## src/rtl/bcd_scan_if.sv

```systemverilog
`default_nettype none
// ============================================================================
// Module   : bcd_scan_if
// Purpose  : Load/display bundle between a digit source and bcd_scan_driver.
// Revision : 1.0  initial release
// ============================================================================
interface bcd_scan_if;
    logic        load;
    logic [15:0] digits_in;
    logic        blank_en;
    logic [3:0]  bcd;
    logic [3:0]  an_n;
    logic [1:0]  digit_idx;
    logic        err;

    modport master (
        output load, digits_in, blank_en,
        input  bcd, an_n, digit_idx, err
    );

    modport slave (
        input  load, digits_in, blank_en,
        output bcd, an_n, digit_idx, err
    );
endinterface
`default_nettype wire

```

## src/rtl/bcd_scan_driver.sv

```systemverilog
`default_nettype none
// ============================================================================
// Module   : bcd_scan_driver
// Purpose  : Time-multiplexed 4-digit BCD scanner with leading-zero blanking
//            and invalid-nibble suppression.
// Revision : 1.0  initial release
// ============================================================================
module bcd_scan_driver #(
    parameter int unsigned SCAN_DIV = 1000
) (
    input  wire        clk,
    input  wire        rst_n,
    bcd_scan_if.slave  bus
);

    localparam logic [15:0] c_cnt_max = 16'(SCAN_DIV - 1);

    logic [15:0] r_cnt;
    logic [1:0]  r_ptr;
    logic [15:0] r_hold;
    logic [3:0]  r_bcd;
    logic [3:0]  r_an_n;
    logic [1:0]  r_idx;
    logic        r_err;

    logic        w_tick;
    logic [3:0]  w_digit;
    logic        w_blank;
    logic        w_invalid;
    logic        w_load_bad;

    assign w_tick = (r_cnt == c_cnt_max);

    always_comb begin
        w_digit = r_hold[3:0];
        w_blank = 1'b0;
        case (r_ptr)
            2'd3: begin
                w_digit = r_hold[15:12];
                w_blank = (r_hold[15:12] == 4'd0);
            end
            2'd2: begin
                w_digit = r_hold[11:8];
                w_blank = (r_hold[15:8] == 8'd0);
            end
            2'd1: begin
                w_digit = r_hold[7:4];
                w_blank = (r_hold[15:4] == 12'd0);
            end
            default: begin
                w_digit = r_hold[3:0];
                w_blank = 1'b0;
            end
        endcase
    end

    assign w_invalid  = (w_digit > 4'd9);
    assign w_load_bad = (bus.digits_in[15:12] > 4'd9) || (bus.digits_in[11:8] > 4'd9) ||
                        (bus.digits_in[7:4]   > 4'd9) || (bus.digits_in[3:0]  > 4'd9);

    // The tick reads r_hold before this edge's load lands, so a coincident
    // load only becomes visible from the following slot.
    always_ff @(posedge clk) begin
        if (!rst_n) begin
            r_cnt  <= 16'd0;
            r_ptr  <= 2'd0;
            r_hold <= 16'h0000;
            r_bcd  <= 4'h0;
            r_an_n <= 4'b1111;
            r_idx  <= 2'd0;
            r_err  <= 1'b0;
        end else begin
            r_cnt <= w_tick ? 16'd0 : r_cnt + 16'd1;
            if (w_tick) begin
                r_ptr <= r_ptr + 2'd1;
                r_idx <= r_ptr;
                if (w_invalid) begin
                    r_bcd  <= 4'hF;
                    r_an_n <= 4'b1111;
                end else if (bus.blank_en && w_blank) begin
                    r_bcd  <= 4'h0;
                    r_an_n <= 4'b1111;
                end else begin
                    r_bcd  <= w_digit;
                    r_an_n <= ~(4'b0001 << r_ptr);
                end
            end
            if (bus.load) begin
                r_hold <= bus.digits_in;
                r_err  <= w_load_bad;
            end
        end
    end

    assign bus.bcd       = r_bcd;
    assign bus.an_n      = r_an_n;
    assign bus.digit_idx = r_idx;
    assign bus.err       = r_err;

endmodule
`default_nettype wire

```

## src/flat_wrapper.sv

```systemverilog
// flat-port wrapper written by rule: the top's interface ports become plain ports
module bcd_scan_driver_flat 
#(
    parameter int unsigned SCAN_DIV = 1000
)
  (clk, rst_n, bus_load, bus_digits_in, bus_blank_en, bus_bcd, bus_an_n, bus_digit_idx, bus_err);
  bcd_scan_if bus_i ();
  input  wire clk;
  input  wire rst_n;
  input wire logic [$bits(bus_i.load)-1:0] bus_load;
  input wire logic [$bits(bus_i.digits_in)-1:0] bus_digits_in;
  input wire logic [$bits(bus_i.blank_en)-1:0] bus_blank_en;
  output wire logic [$bits(bus_i.bcd)-1:0] bus_bcd;
  output wire logic [$bits(bus_i.an_n)-1:0] bus_an_n;
  output wire logic [$bits(bus_i.digit_idx)-1:0] bus_digit_idx;
  output wire logic [$bits(bus_i.err)-1:0] bus_err;
  assign bus_i.load = bus_load;
  assign bus_i.digits_in = bus_digits_in;
  assign bus_i.blank_en = bus_blank_en;
  assign bus_bcd = bus_i.bcd;
  assign bus_an_n = bus_i.an_n;
  assign bus_digit_idx = bus_i.digit_idx;
  assign bus_err = bus_i.err;
  bcd_scan_driver #(.SCAN_DIV(SCAN_DIV)) u_core (.clk(clk), .rst_n(rst_n), .bus(bus_i));
endmodule
```

## config.mk

```make
export PLATFORM = sky130hd
export DESIGN_NAME = bcd_scan_driver_flat
export DESIGN_NICKNAME = d
export VERILOG_FILES = /design/src/rtl/bcd_scan_if.sv /design/src/rtl/bcd_scan_driver.sv /design/src/flat_wrapper.sv
export SDC_FILE = /design/constraint.sdc
export NUM_CORES = 1
export LEC_CHECK = 0
export BUFFER_PORTS_ARGS = -buffer_cell sky130_fd_sc_hd__buf_2
export CORE_MARGIN = 8
export CORE_UTILIZATION = 51
export CTS_CLUSTER_SIZE = 30
export DETAILED_ROUTE_END_ITERATION = 6
export PLACE_DENSITY = 0.76
export SLEW_MARGIN = 10
export SYNTH_ARGS = -nofsm -noshare
export SYNTH_HDL_FRONTEND = slang
export SYNTH_SLANG_ARGS = --single-unit
```

## constraint.sdc

```tcl
create_clock -name clk -period 1.7 [get_ports clk]
set_input_delay 0.085 -clock clk [delete_from_list [all_inputs] [get_ports clk]]
set_output_delay 0.085 -clock clk [all_outputs]
set_load 0.005 [all_outputs]
```

# Yosys cells after proc, flatten, opt, wreduce, memory -nomap -nowiden
# Cells that the tools add are included.
[word_totals]
ff_bits = 45
latchBits = 0
mem_bits_rw = 0
rom_bits = 0
input_bits = 20
out_inout_bits = 11
word_cells = 35
memories = 0
[classes]
n_addsub = 2
multipliers = 0
div = 0
magnitude_cmp = 5
eq_ne = 4
shift = 1
n_mux = 6
n_bitwise = 2
reduce_logical = 8
[op_table]
columns = ["cell", "n"]
rows = [
  ["4-bit greater-than comparator (second input constant)", 5],
  ["16-bit by 1-bit adder with 16-bit output (second input constant)", 1],
  ["16-bit by 10-bit == test with 1-bit output (second input constant)", 1],
  ["4-bit two-way mux", 4],
  ["12-bit zero test", 1],
  ["4-bit case mux with 3 select lines", 1],
  ["8-bit zero test", 1],
  ["2-bit == test (second input constant)", 2],
  ["4-bit zero test", 1],
  ["4-bit NOT", 1],
  ["1-bit by 2-bit left shift with 4-bit output (first input constant)", 1],
  ["1-bit logical OR", 3],
  ["1-bit case mux with 3 select lines", 1],
  ["2-bit by 1-bit adder with 2-bit output (second input constant)", 1],
  ["2-bit by 1-bit == test with 1-bit output (second input constant)", 1],
  ["2-bit OR reduction", 1],
  ["1-bit logical AND", 1],
  ["1-bit NOT", 1],
]

# Longest topological paths before layout
# Gate-level depths: netlist of the first run.
[logic_depth]
ltp_word = 5
ltp_mapped = 7
mapped_depth_nobuf = 6

# Least setup slack after synthesis of the first run
# Ideal clock, no wire load.
[synth_path]
kind = "flip-flop to flip-flop"
start = "register u_core.r_ptr[0]"
end = "register u_core.r_an_n[0] (netlist: u_core.bus.an_n[0])"
setup_ps = 139
t_arrival_ps = 1628
required_ps = 1561
slack_ps = -67
path_stages_with_launch = 7
path_buffers = 0
synth_period_minus_slack_ps = 1767
path_cell_list = "dfxtp_1 -> inv_1 -> ha_1 -> a222oi_1 -> a21oi_1 -> a21oi_2 -> a41oi_1"
[synth_between]
elab_chain_len = 5
word_cells_on_any_way = 11
cone_classes = "1 x order compare; 3 x eq/ne; 1 x shift; 4 x mux; 1 x bitwise; 1 x reduce/logical"
[synth_rtl]
columns = ["element", "line", "text"]
rows = [
  ["start, declared", "bcd_scan_driver.sv:19", "logic [1:0] r_ptr;"],
  ["start signal, assigned", "bcd_scan_driver.sv:75", "r_ptr <= r_ptr + 2'd1;"],
  ["parallel branches: the longest is 4 deep, another holds 4-bit greater-than comparator", "n/a", ""],
  ["4-bit two-way mux (*)", "bcd_scan_driver.sv:77", "if (w_invalid) begin"],
  ["end signal, assigned", "bcd_scan_driver.sv:85", "r_an_n <= ~(4'b0001 << r_ptr);"],
  ["end, declared", "bcd_scan_driver.sv:22", "logic [3:0] r_an_n;"],
]
# Every way passes the cells marked *.
# A chain may end at the register's enable or synchronous reset.

# Final worst setup path of the first run
[layout_path]
start = "register u_core.r_ptr[0]"
end = "register u_core.r_bcd[2] (netlist: u_core.bus.bcd[2])"
[layout_between]
elab_chain_len = 5
word_cells_on_any_way = 9
cone_classes = "1 x order compare; 3 x eq/ne; 4 x mux; 1 x reduce/logical"
[layout_rtl]
columns = ["element", "line", "text"]
rows = [
  ["parallel branches: the longest is 4 deep, another holds 4-bit greater-than comparator", "n/a", ""],
  ["4-bit two-way mux (*)", "bcd_scan_driver.sv:77", ""],
  ["end signal, assigned", "bcd_scan_driver.sv:84", "r_bcd <= w_digit;"],
  ["end, declared", "bcd_scan_driver.sv:21", "logic [3:0] r_bcd;"],
]
# Marks and branches as above.

==> results of run 1 <==
report_power, final:
group          internal (W)  total (W)  switching [W]
sequential          0.00108    0.00111      0.0000288
clock              0.000330   0.000703       0.000374
combinational     0.0000781   0.000159      0.0000805
through the flow:
stage	util	power (W)	cells
2_1_floorplan	-	0.00122	229
3_3_place_gp	0.616	0.00128	323
3_5_place_dp	0.616	0.00128	323
4_1_cts	0.655	0.00197	334
5_1_grt	0.690	0.00205	338
6_report	0.690	0.00197	338
placed cells by master (no fill, tap or decap), types with 2 or more instances in the layout:
cell,count
ha_4,3
buf_6,3
clkbuf_8,6
inv_1,3
nor3_1,4
nor2b_2,2
and3_1,3
buf_4,27
xor2_1,2
nand3_2,2
a211oi_1,2
nand4_1,2
nor4_1,5
nor4_2,2
nand3_1,6
and2_1,2
mux2i_1,16
and4_1,4
ha_1,2
buf_2,30
nand2_1,13
dfxtp_1,43
a21boi_1,3
nor2_1,18
xnor2_1,11
o21ai_0,11
nor3b_1,3
a21oi_4,2
or3_1,2
a222oi_1,4
a21oi_2,3
a21oi_1,4
dfxtp_4,2
nor2b_1,17
state kept, by name, summed over array words and instances (netlist names):
name / flops
u_core.bus.bcd: 4
u_core.r_hold: 16
u_core.bus.digit_idx: 2
u_core.r_ptr: 2
u_core.bus.err: 1
u_core.bus.an_n: 4
u_core.r_cnt: 16
final cells by class:
type / count / area [µm²] / area share
timing repair buffer: 60 / 387 / 0.138
sequential: 45 / 908 / 0.324
tap: 50 / 62.6 / 0.0223
inverter: 6 / 28.8 / 0.0103
multi-input combinational: 169 / 1320 / 0.471
clock buffer: 6 / 82.6 / 0.0295
clock inverter: 2 / 13.8 / 0.00491
worst max-delay path, cell delays in order, from the launching register on:
cell,delay [ns]
dfxtp_4,0.38
inv_4,0.05
ha_4,0.17
a222oi_1,0.36
buf_4,0.19
buf_6,0.10
a31oi_4,0.09
a31oi_2,0.21
a21oi_2,0.04
layer usage:
metal | track usage | up-vias
li1 | - | 939
met1 | 0.198 | 934
met2 | 0.263 | 50
met3 | 0.0397 | 5
met4 | 0.0696 | 0
met5 | 0 | -
kinds of logic after synthesis:
group / after synthesis
compound gates: 41
xor+xnor: 13
mux: 16
flops: 45
simple gates: 93
fa+ha+maj: 6
buf+inv: 15
repair_timing:
item                       4_1_cts  5_1_grt
hold buffers                     0        0
setup buffers                    3        4
setup endpoints to repair        8       27
pin swaps                        8       10
resized for setup                9       26
worst max-delay path by stage:
stage,start,endpoint,slack (ns),cells past startpoint
2_1_floorplan,u_core.r_ptr[0],u_core.bus.an_n[0],0.005,6
3_3_place_gp,u_core.r_ptr[0],u_core.bus.an_n[0],-0.07,6
3_5_place_dp,u_core.r_ptr[0],u_core.bus.an_n[0],-0.19,6
4_1_cts,u_core.r_ptr[0],u_core.bus.bcd[1],0.002,7
5_1_grt,u_core.r_ptr[0],u_core.bus.bcd[2],-0.06,8
6_report,u_core.r_ptr[0],u_core.bus.bcd[2],-0.008,8
==> impl_metrics.toml, run 1 <==
[floorplan]
ios = 31
die_area_um2 = 6600
die_y_um = 81.2
chipWidth_um = 81.2
start_util = 0.535
rows = 23
core_um2 = 4060

[logic_synthesis]
synthMuxAreaShare = 0.0738
synth_area_leaders = "dfxtp_1 (41%), mux2i_1 (7.4%), nor2b_1 (5.5%)"
ys.flop_type = "dfxtp_1"
synth-xor-area-share = 0.0524
synthCells = 229
synth_edf_count = 0
synth_most_common_cell = "dfxtp_1"
synth_area_um2 = 2170
syn-num-nets = 255
synth_simple_gate_area_share = 0.252
synth_top_family_by_area = "simple AND/OR/NAND/NOR gates"
ys_seq_elements = 45
ys_types = 44
synth_warnings = 0
avgSynthCellArea_um2 = 9.48
yosys.area.top_type = "dfxtp_1"
synth_compound_area_frac = 0.133
ys_top_cells_by_count = "dfxtp_1 (45), nor2_1 (19), nor2b_1 (19)"
synth-seq-area-share = 0.415
synthAdderAreaFrac = 0.0346
async_flop_share = 0
synth_top_cell_area_share = 0.415

[sta]
finalSetupViolations = 1
period_needed_ns = 1.71
rsz0062_at_grt = "true"
setup_ws_ns = -0.00828
worst_pin_slew_ns = 0.495
hold_slack_ns = 0.0360
max_freq_mhz = 585
hold_viol_final = 0
timing.final.crit_share = 1.00
skew_ns = 0.00957
relSlewSlack = 0.670
final.setup.tns_ns = -0.00828
slew_viol_final = 0

[final_layout]
diodes = 0
syn_to_final_growth_pct = 29.0
finalInstanceArea_um2 = 2800
final_net_count = 313
layout-drive-gt1-share = 0.351
fillers = 299

[drt]
route.detailed.drc = 0
wl_met3_um = 299
vias = 1928
wl_met2_um = 2540
wl_per_cell_um = 15.9
met1_length_um = 2470
top_layer = "met4"
drt-pass1-iter-count = 4
detail_route.iter0.violations = 213
ant_nets = 0
via_per_inst = 5.70
routed_wl_um = 5380

[global_route]
grt_use_total = 0.161
grt_max_degree = 20
antenna_found_initial = 0
overflow = 0
grt_pass1_vias = 1863
grt_pass1_wl_um = 8400

[clock_tree]
numCtsBuffers = 5
cts-root-buf = "clkbuf_8"
htreeDepth = 2
cts_tree = "done"
clock-sinks = 45
cts_buffer_depth = 2
cts.reportedPaths.clkPinSlew_ns = 0.08
clock_latency_ns = 0.31

[placed_design]
placed_area_um2 = 2500
port_buffers = 30
post-place-ws_ns = -0.186
place_congestion = 0.840
hpwl_um = 3610

[hold_path]
min_from = "bus_digits_in[8]"
timing.hold.worst_endpoint = "u_core.r_hold[8]"
hold_class = "in2reg"
hold_depth = 3

[critical_path]
cp_max_fo = 5
rr_endpoint = "u_core.bus.bcd[2]"
reg2regPathDepth = 8
crit_type = "reg2reg"
r2r-start = "u_core.r_ptr[0]"
cp-start-kind = "flip-flop"
crit_arrival_ns = 1.90
cp.required_ns = 1.89
reg2reg_slack_ns = -0.008
endpoint_kind = "flip-flop"

[power_and_ir_drop]
power_density_nw_per_um2 = 704
leakagePower_nw = 1.07
worst_ir_drop_vdd_mv = 0.399

[job]
cap_viol_max_count = 0

[run_status]
status = "complete, but fails checks"
violations = "setup timing"
No activity file was read; power rests on OpenSTA's default activity.
==> run 2, diff against run 1 <==
==> constraint.sdc (replaced) <==
create_clock -name clk -period 1.5 [get_ports clk]
set_input_delay 0.075 -clock clk [delete_from_list [all_inputs] [get_ports clk]]
set_output_delay 0.075 -clock clk [all_outputs]
set_load 0.005 [all_outputs]
==> impl_metrics.toml, run 2 (same netlist as run 1, synthesis figures left out) <==
[hold_path]
hold_class = "in2reg"
min_from = "bus_digits_in[0]"
hold_depth = 3

[job]
cap_viol_max_count = 0

[drt]
ant_nets = 0
routed_wl_um = 5150
drt-pass1-iter-count = 6
wl_per_cell_um = 14.7
vias = 1928
route.detailed.drc = 0
detail_route.iter0.violations = 98
via_per_inst = 5.49

[global_route]
grt_max_degree = 22
grt_pass1_wl_um = 8120
antenna_found_initial = 0
grt_use_total = 0.157
overflow = 0
grt_pass1_vias = 1928

[critical_path]
cp-start-kind = "flip-flop"
path_cells = "inv_4 -> ha_4 -> a222oi_1 -> buf_4 -> a21oi_1 -> a21oi_2 -> buf_4 -> a2bb2oi_2"
reg2regPathDepth = 8
critPathTopFamily = "compound AO/OA/AOI/OAI gates"
r2r-start = "u_core.r_ptr[0]"
cp_slowest_stage_delay_ns = 0.38
cp.required_ns = 1.70
cp_max_fo = 5
path_buf_inv = 3
crit_type = "reg2reg"
cp_slowest_cell = "dfxtp_4"
critPathLaunch = "u_core.r_ptr[0]"
cp_common_cell = "buf_4"
crit_arrival_ns = 1.91
worst-path-stages = 8
endpoint_kind = "flip-flop"
reg2reg_slack_ns = -0.20

[clock_tree]
cts-root-buf = "clkbuf_8"
clock-sinks = 45
cts.reportedPaths.clkPinSlew_ns = 0.09
cts_hold_buf = 0
htreeDepth = 2
cts_buffer_depth = 2
cts_tree = "done"
clock_latency_ns = 0.30
numCtsBuffers = 5

[power_and_ir_drop]
worst_ir_drop_vdd_mv = 0.631
power_density_nw_per_um2 = 799
leakagePower_nw = 1.15

[placed_design]
place_congestion = 0.840
dp.cells = 340
hpwl_um = 3720
port_buffers = 30

[final_layout]
instances_no_fill = 351
fillers = 316
layout-drive-gt1-share = 0.435
final_net_count = 327
reg.largest.list = "u_core.r_cnt x16, u_core.r_hold x16"
post-route-util = 0.726
layout_common_cells = "buf_4 (39), dfxtp_1 (39), buf_2 (30)"
syn_to_final_growth_pct = 35.7
diodes = 0

[floorplan]
start_util = 0.535
ios = 31
core_um2 = 4060
rows = 23
die_y_um = 81.2
die_area_um2 = 6600
chipWidth_um = 81.2

[run_status]
violations = "setup timing"
status = "complete, but fails checks"

[sta]
worst_pin_slew_ns = 0.494
rsz0062_at_grt = "true"
setup_ws_ns = -0.204
period_needed_ns = 1.70
hold_viol_final = 0
timing.final.crit_share = 1.14
relSlewSlack = 0.671
max_freq_mhz = 587
finalSetupViolations = 16
skew_ns = 0.0105
slew_viol_final = 0
[run 2: stage by stage]
| step | power (W) | worst slack (ns) | hold slack [ns] | cell area [µm²] | TNS (ns) |
|---|---|---|---|---|---|
| 2_1_floorplan | 0.00139 | -0.0733 | 0.244 | 2200 | -0.230 |
| 3_3_place_gp | 0.00147 | -0.150 | 0.336 | 2650 | -0.968 |
| 3_5_place_dp | 0.00147 | -0.223 | 0.346 | 2650 | -1.45 |
| 4_1_cts | 0.00236 | -0.190 | 0.0349 | 2820 | -1.15 |
| 5_1_grt | 0.00245 | -0.306 | 0.0329 | 2950 | -3.74 |
| 6_report | 0.00235 | -0.204 | 0.0345 | 2950 | -1.51 |
[run 2: worst paths after layout]
kind | end
max | u_core.bus.an_n[3]
min | u_core.r_hold[0]
max reg2reg | u_core.bus.an_n[3]
min reg2reg | u_core.bus.digit_idx[1]
[run 2: report_power, final]
part	switching, W	internal, W
combinational	0.000104	0.000113
sequential	0.0000295	0.00123
clock	0.000398	0.000484
total	0.000531	0.00182
[run 2: routing by layer]
layer,vias to the layer above,global-route usage,wire length [µm]
met5,-,0,0
met4,0,0.0625,82
met3,9,0.0397,164
met2,36,0.297,2800
met1,914,0.159,2110
li1,969,-,-
[run 2: tightest hold or removal path, stage by stage]
cell and delay [ns]:
buf_2 0.08, mux2i_1 0.05, nor2b_1 0.09
[run 2: repair_timing]
item | CTS | global route
gates resized for setup | 12 | 32
pin swaps | 5 | 21
setup buffers | 2 | 1
setup endpoints to repair | 9 | 27
cloned | 0 | 1
[run 2: final cells by class]
class / instances / area [µm²] / area share
multi-input combinational: 169 / 1340 / 0.456
sequential: 45 / 913 / 0.310
timing repair buffer: 74 / 499 / 0.169
clock buffer: 5 / 68.8 / 0.0234
tap: 50 / 62.6 / 0.0212
clock inverter: 2 / 35.0 / 0.0119
inverter: 6 / 25.0 / 0.00849
==> run 3, diff against run 2 <==
--- a/config.mk
+++ b/config.mk
@@ -7,10 +7,10 @@
 export LEC_CHECK = 0
 export BUFFER_PORTS_ARGS = -buffer_cell sky130_fd_sc_hd__buf_2
 export CORE_MARGIN = 8
-export CORE_UTILIZATION = 51
+export CORE_UTILIZATION = 56
 export CTS_CLUSTER_SIZE = 30
 export DETAILED_ROUTE_END_ITERATION = 6
-export PLACE_DENSITY = 0.76
+export PLACE_DENSITY = 0.79
 export SLEW_MARGIN = 10
 export SYNTH_ARGS = -nofsm -noshare
 export SYNTH_HDL_FRONTEND = slang
==> constraint.sdc (replaced) <==
create_clock -name clk -period 2.2 [get_ports clk]
set_input_delay 0.11 -clock clk [delete_from_list [all_inputs] [get_ports clk]]
set_output_delay 0.11 -clock clk [all_outputs]
set_load 0.005 [all_outputs]
==> impl_metrics.toml, run 3 (same netlist as run 1, synthesis figures left out) <==
[final_layout]
layout_common_cells = "dfxtp_1 (45), buf_2 (30), nor2_1 (19), nor2b_1 (19), mux2i_1 (16)"
post-route-util = 0.667
reg.largest.list = "u_core.r_cnt x16, u_core.r_hold x16"
finalInstanceArea_um2 = 2460
final_net_count = 288
layout-drive-gt1-share = 0.205
diodes = 0
final_common_cell = "dfxtp_1"
syn_to_final_growth_pct = 13.3
instances_no_fill = 311

[critical_path]
r2r-start = "u_core.r_ptr[0]"
cp_max_fo = 6
critPathTopFamily = "compound AO/OA/AOI/OAI gates"
path_buf_inv = 1
worst-path-stages = 6
cp_slowest_stage_delay_ns = 0.50
cp-endpoint = "u_core.bus.an_n[0]"
cp.required_ns = 2.35
rr_endpoint = "u_core.bus.an_n[0]"
critPathLaunch = "u_core.r_ptr[0]"
reg2regPathDepth = 6
endpoint_kind = "flip-flop"
cp_slowest_cell = "a222oi_1"
path_cells = "inv_1 -> ha_2 -> a222oi_1 -> a21oi_1 -> a21oi_2 -> a41oi_1"
crit_arrival_ns = 2.15
cp-start-kind = "flip-flop"
crit_type = "reg2reg"
reg2reg_slack_ns = 0.20

[drt]
drt-pass1-iter-count = 5
detail_route.iter0.violations = 133
route.detailed.drc = 0
routed_wl_um = 4630
wl_per_cell_um = 14.9
vias = 1775
via_per_inst = 5.71
ant_nets = 0

[clock_tree]
cts_buffer_depth = 2
htreeDepth = 2
cts_tree = "done"
cts-root-buf = "clkbuf_8"
cts.reportedPaths.clkPinSlew_ns = 0.08
numCtsBuffers = 5
cts_hold_buf = 0
clock-sinks = 45
clock_latency_ns = 0.30

[floorplan]
die_y_um = 78.3
die_area_um2 = 6120
rows = 22
core_um2 = 3690
start_util = 0.589
ios = 31
chipWidth_um = 78.3

[placed_design]
place_congestion = 0.877
placed_area_um2 = 2330
dp.cells = 300
hpwl_um = 3380
port_buffers = 30

[global_route]
grt_pass1_vias = 1631
grt_pass1_wl_um = 7810
grt_max_degree = 37
antenna_found_initial = 0
grt_use_total = 0.156
overflow = 0

[sta]
relSlewSlack = 0.633
worst_pin_slew_ns = 0.548
rsz0062_at_grt = "false"
max_freq_mhz = 499
slew_viol_final = 0
period_needed_ns = 2.00
hold_slack_ns = 0.0738
skew_ns = 0.00282
hold_viol_final = 0
final.setup.tns_ns = 0
timing.final.crit_share = 0.910
finalSetupViolations = 0

[run_status]
status = "complete, no violations"

[hold_path]
hold_class = "in2reg"

[job]
cap_viol_max_count = 0

[power_and_ir_drop]
leakagePower_nw = 0.937
worst_ir_drop_vdd_mv = 0.447
power_density_nw_per_um2 = 619
[run 3: changes by cell type in the layout (fill, tap and decap cells not counted), moves of 3 or more]
cell | previous run | this run
a21oi_1 | 3 | 7
a21oi_2 | 6 | 2
buf_4 | 39 | 5
buf_6 | 5 | 0
dfxtp_1 | 39 | 45
dfxtp_2 | 4 | 0
ha_1 | 1 | 5
nand2_1 | 10 | 13
nand2_2 | 4 | 1
nor2_1 | 9 | 19
nor2_2 | 9 | 0
[run 3: worst min path at each step]
stage | startpoint | to | slack, ns | cells after the start
final | bus_digits_in[12] | u_core.r_hold[12] | 0.07 | 3
after global routing | bus_digits_in[12] | u_core.r_hold[12] | 0.07 | 3
after CTS | bus_digits_in[12] | u_core.r_hold[12] | 0.07 | 3
after detailed placement | bus_digits_in[12] | u_core.r_hold[12] | 0.38 | 3
after global placement | bus_digits_in[12] | u_core.r_hold[12] | 0.37 | 3
after floorplan | bus_digits_in[0] | u_core.r_hold[0] | 0.28 | 2
[run 3: cell type report]
class,instances,area [µm²]
clock inverter,1,5.00
multi-input combinational,169,1190
tap,48,60.1
fill,319,1230
timing repair buffer,35,188
sequential,45,901
inverter,6,22.5
clock buffer,7,96.3
[run 3: worst reg2reg max path, delay by kind of cell (launching register included)]
kind,cells,cell delay (ns)
AOI/OAI and AO/OA,4,1.09
adders and majority gates,1,0.24
buffers and inverters,1,0.12
DFF,1,0.40
[run 3: repair_timing]
item,CTS,global route
gates resized for setup,0,1
setup buffers,0,3
setup endpoints to repair,0,5
[run 3: through the flow]
step | power, W | setup WS (ns)
floorplan | 0.000946 | 0.433
global placement | 0.000980 | 0.293
detailed placement | 0.000981 | 0.122
CTS | 0.00153 | 0.120
global route | 0.00159 | 0.0458
finish | 0.00152 | 0.198
[run 3: routing by layer]
metal,global-route usage,vias up,wire length [µm]
met5,0,-,0
met4,0.0500,0,63
met3,0.0592,11,310
met2,0.215,52,1950
met1,0.215,818,2310
li1,-,894,-
[run 3: report_power, final]
part	leakage (nW)	switching (W)	total (W)	internal, W
combinational	0.516	0.0000542	0.000105	0.0000512
clock	0.0542	0.000274	0.000558	0.000284
sequential	0.367	0.0000216	0.000859	0.000837
total	0.937	0.000350	0.00152	0.00117
